**config.mk**
```make
export PLATFORM = sky130hd
export DESIGN_NAME = irq_pending_ctrl
export DESIGN_NICKNAME = d
export VERILOG_FILES = /design/src/rtl/irq_pending_ctrl_pkg.sv /design/src/rtl/irq_pending_ctrl_prio_enc16.sv /design/src/rtl/irq_pending_ctrl.sv
export SDC_FILE = /design/constraint.sdc
export NUM_CORES = 1
export LEC_CHECK = 0
export ABC_AREA = 1
export CORE_MARGIN = 8
export CORE_UTILIZATION = 45
export DETAILED_ROUTE_END_ITERATION = 10
export MAX_ROUTING_LAYER = met4
export PLACE_DENSITY = 0.79
export SLEW_MARGIN = 0
export SYNTH_ARGS = -nofsm -noshare
export SYNTH_HDL_FRONTEND = slang
export SYNTH_SLANG_ARGS = --single-unit
```
**constraint.sdc**
```tcl
create_clock -name clk -period 1.6 [get_ports clk]
set_input_delay 0.32 -clock clk [delete_from_list [all_inputs] [get_ports clk]]
set_output_delay 0.32 -clock clk [all_outputs]
set_load 0.03 [all_outputs]
```
**src/rtl/irq_pending_ctrl_pkg.sv**
```systemverilog
// Shared widths and FSM encoding for the interrupt pending controller.
package irq_pending_ctrl_pkg;

  localparam int N_LINES = 16;
  localparam int CODE_W  = 4;

  typedef enum logic {
    ST_IDLE    = 1'b0,
    ST_PRESENT = 1'b1
  } state_e;

endpackage

```
**src/rtl/irq_pending_ctrl_prio_enc16.sv**
```systemverilog
// Combinational 16-to-4 priority encoder; the highest set index wins.
module prio_enc16
  import irq_pending_ctrl_pkg::*;
(
  input  logic [N_LINES-1:0] in_i,
  output logic [CODE_W-1:0]  code_o,
  output logic               any_o
);

  always_comb begin
    code_o = '0;
    // Ascending scan so the last (highest) set bit overrides lower ones.
    for (int i = 0; i < N_LINES; i++) begin
      if (in_i[i]) begin
        code_o = CODE_W'(i);
      end
    end
  end

  assign any_o = |in_i;

endmodule

```
**src/rtl/irq_pending_ctrl.sv**
```systemverilog
// Edge-captured interrupt pending register with a two-state grant/handshake
// presenter. All outputs come straight from flops.
//
// state      | meaning
// ST_IDLE    | nothing presented; grant the highest eligible pending line
// ST_PRESENT | out_code held with out_valid=1 until out_ready
module irq_pending_ctrl
  import irq_pending_ctrl_pkg::*;
(
  input  logic                clk,
  input  logic                rst_n,
  input  logic [N_LINES-1:0]  req,
  input  logic [N_LINES-1:0]  mask,
  input  logic                out_ready,
  input  logic                clr_ovf,
  output logic [CODE_W-1:0]   out_code,
  output logic                out_valid,
  output logic [N_LINES-1:0]  pending,
  output logic                overflow
);

  state_e               state_q;
  logic [N_LINES-1:0]   req_q;
  logic [N_LINES-1:0]   pending_q, pending_d;
  logic                 overflow_q, overflow_d;
  logic [CODE_W-1:0]    out_code_q;
  logic                 out_valid_q;

  logic [N_LINES-1:0]   rise;
  logic [N_LINES-1:0]   serve_vec;
  logic [N_LINES-1:0]   eligible;
  logic [CODE_W-1:0]    enc_code;
  logic                 enc_any;
  logic                 handshake;

  assign rise      = req & ~req_q;
  assign handshake = (state_q == ST_PRESENT) && out_valid_q && out_ready;
  assign eligible  = pending_q & mask;

  always_comb begin
    serve_vec = '0;
    if (handshake) begin
      serve_vec[out_code_q] = 1'b1;
    end
  end

  // A rise on the line being served re-arms it in the same edge.
  assign pending_d  = (pending_q & ~serve_vec) | rise;
  assign overflow_d = (|(rise & pending_q)) ? 1'b1 :
                      (clr_ovf ? 1'b0 : overflow_q);

  prio_enc16 u_prio_enc16 (
    .in_i   (eligible),
    .code_o (enc_code),
    .any_o  (enc_any)
  );

  always_ff @(posedge clk or negedge rst_n) begin
    if (!rst_n) begin
      req_q      <= '0;
      pending_q  <= '0;
      overflow_q <= 1'b0;
    end else begin
      req_q      <= req;
      pending_q  <= pending_d;
      overflow_q <= overflow_d;
    end
  end

  always_ff @(posedge clk or negedge rst_n) begin
    if (!rst_n) begin
      state_q     <= ST_IDLE;
      out_code_q  <= '0;
      out_valid_q <= 1'b0;
    end else begin
      case (state_q)
        ST_IDLE: begin
          if (enc_any) begin
            out_code_q  <= enc_code;
            out_valid_q <= 1'b1;
            state_q     <= ST_PRESENT;
          end else begin
            out_valid_q <= 1'b0;
          end
        end
        ST_PRESENT: begin
          if (out_ready) begin
            out_valid_q <= 1'b0;
            state_q     <= ST_IDLE;
          end
        end
        default: begin
          out_valid_q <= 1'b0;
          state_q     <= ST_IDLE;
        end
      endcase
    end
  end

  assign out_code  = out_code_q;
  assign out_valid = out_valid_q;
  assign pending   = pending_q;
  assign overflow  = overflow_q;

endmodule

```
==> metrics.yaml <==
status:
  outcome: "finished, final reports clean"
timing:
  tightest_slew_ns: 0.432
  fmax_mhz: 682
  slew_violations: 0
  rsz0062_at_grt: "no"
  setup_ws_ns: 0.133
  hold_ws_ns: 0.495
  hold_violations: 0
  slew_headroom: 0.712
  post-route-period-util: 0.917
  min_period_ns: 1.47
  fin_skew_ns: 0.00894
  setup_viol: 0
worst_setup_path:
  r2r_slack_ns: 0.17
  crit_type: "primary input to flop"
  rr_startpoint: "pending[7]$_DFF_PN0_"
  r2r_end: "out_code[0]$_DFFE_PN0P_"
  worstRegToRegCells: 8
  path_max_fanout: 6
  cp-start-kind: "primary input"
  required_ns: 1.77
  critPathCaptureType: "flop"
  critPathArrivalTime_ns: 1.64
place:
  dp_cells: 328
  hpwl_um: 3700
  pre_cts_ws_ns: -0.246
  gp_congestion: 0.968
  placed_cell_area_um2: 2470
  port-buffer-count: 57
routing:
  vias: 1672
  wl_per_cell_um: 13.8
  routed_wirelength_um: 4680
  avgViaCountPerCell: 4.92
  drc_errors: 0
  drt_pass1_iterations: 4
  drtIter0Drc: 127
  ant_nets: 0
synth:
  synth.area.top_cells: "dfrtp_1 57%, nand2_1 16%, inv_1 6.1%, nand3_1 5.8%, o21ai_0 5.2%"
  synth.most_common_cell: "nand2_1"
  yosys_register_bits: 39
  synth_cell_type_count: 18
  synth_top_cells_by_count: "75 x nand2_1, 39 x dfrtp_1, 28 x inv_1"
  synthCells: 208
  synth.cell_area_um2: 1720
  ys.warnings.count: 0
  syn-num-nets: 244
  synth-edff-count: 0
  synth_area_per_cell_um2: 8.27
  ys_seq_area_frac: 0.568
  async_reset_ff_frac: 1.00
  synth_top_area_frac: 0.568
  synth_flop_cell: "dfrtp_1"
  synth_largest_area_cell: "dfrtp_1"
power:
  combPwrFrac: 0.380
  p_sw_mw: 1.14
  p_leak_nw: 1.19
  sequentialPowerShare: 0.413
  p_int_mw: 1.86
  vdd_drop_max_uv: 730
  switching_share: 0.380
  clkPwrFrac: 0.206
  p_total_mw: 3.01
  power_density_nw_per_um2: 1160
global_routing:
  grt_pass1_wl_um: 7910
  grt_pass1_vias: 1752
  grtUsageTotal: 0.164
  grt_max_degree: 23
  antenna_found_initial: 0
  grt_overflow: 0
hold_path:
  hold_path.class: "primary input to async pin"
final_layout:
  final_cells: 340
  stdcell_area_um2: 2590
  drive_gt1_frac: 0.134
  nets: 327
  antennaDiodeCount: 0
  nFillCells: 302
  area_growth_pct: 50.9
clock_tree:
  cts_buffers: 5
  clk_path_buf_depth: 2
  cts_tree: "built"
  cts_root_buf: "clkbuf_8"
  clk_latency_ns: 0.28
  cts.sinks: 39
  cts.htree.levels: 2
  path_clk_slew_ns: 0.07
floorplan:
  rows: 22
  initial_utilization: 0.470
  core_area_um2: 3660
  ioPinCount: 58
  die_height_um: 77.8
  die_area_um2: 6050
  die_w_um: 77.8
flow_run:
  cap_viol_max_count: 0
logic make-up after synthesis:
logic type	synth area share
compound gates	0.0902
buf+inv	0.0633
simple gates	0.279
flops	0.568
what timing repair did:
item | in CTS | in global routing
buffers inserted | 0 | 3
hold buffers | 1 | 0
gates resized for setup | 22 | 11
pin swaps | 0 | 4
cloned | 0 | 0
endpoints found under the setup margin | 22 | 4
endpoints found under the hold margin | 17 | 0
power groups by stage:
| stage | Sequential (mW) | Combinational (mW) | Clock [mW] |
|---|---|---|---|
| 2_1_floorplan | 1.48 | 0.382 | 0 |
| 3_3_place_gp | 1.26 | 1.14 | 0 |
| 3_5_place_dp | 1.26 | 1.15 | 0 |
| 4_1_cts | 1.24 | 1.08 | 0.635 |
| 5_1_grt | 1.26 | 1.25 | 0.685 |
| 6_report | 1.24 | 1.14 | 0.620 |
worst max path at each step:
| stage | to | from | cells past startpoint |
|---|---|---|---|
| 6_report | out_code[0]$_DFFE_PN0P_ | mask[6] | 9 |
| 5_1_grt | out_code[1]$_DFFE_PN0P_ | mask[6] | 9 |
| 4_1_cts | out_code[1]$_DFFE_PN0P_ | mask[4] | 9 |
| 3_5_place_dp | out_code[1]$_DFFE_PN0P_ | mask[4] | 9 |
| 3_3_place_gp | out_code[1]$_DFFE_PN0P_ | mask[4] | 9 |
| 2_1_floorplan | out_code[1]$_DFFE_PN0P_ | pending[4]$_DFF_PN0_ | 8 |
through the flow:
step | TNS, ns | utilization
after floorplan | 0 | -
after global placement | -1.70 | 0.675
after detailed placement | -2.41 | 0.675
after CTS | 0 | 0.692
after global routing | 0 | 0.708
final | 0 | 0.708
state kept, by name (all words and copies together), names as in the netlist:
signal and count:
out_code 4, out_valid 1, overflow 1, pending 16, req_q 16, state_q 1
worst max-delay path: stages:
cell and delay [ns]:
clkdlybuf4s50_1 0.43, nand2_2 0.09, nand2_2 0.08, nor3_4 0.17, nand3_2 0.12, o21ai_4 0.18, inv_2 0.08, nor2_1 0.13
a21oi_2 0.04
cells in the final DEF (no fill, tap or decap), drive strengths merged, types with 2 or more instances in the layout:
cell type	instances
inv	29
clkbuf	7
dlygate4sd2	22
buf	19
o21ai	21
o31ai	2
a31oi	2
nor2	9
a21oi	2
nor3	2
nand3	20
nand4	3
nand2	77
clkdlybuf4s50	34
dfrtp	39
area by class of cell:
class	count	area (um^2)	area share
clock buffer	7	76.3	0.0294
clock inverter	1	5.00	0.00193
inverter	29	109	0.0420
multi-input combinational	140	672	0.259
sequential	39	976	0.376
tap	48	60.1	0.0232
timing repair buffer	76	696	0.268
routing by layer:
| layer | global-route usage | part of all wire |
|---|---|---|
| met5 | - | 0 |
| met1 | 0.212 | 0.46 |
| met3 | 0.0415 | 0.076 |
| met2 | 0.244 | 0.45 |
| met4 | 0.0566 | 0.020 |
Power figures use the tool's default switching activity.
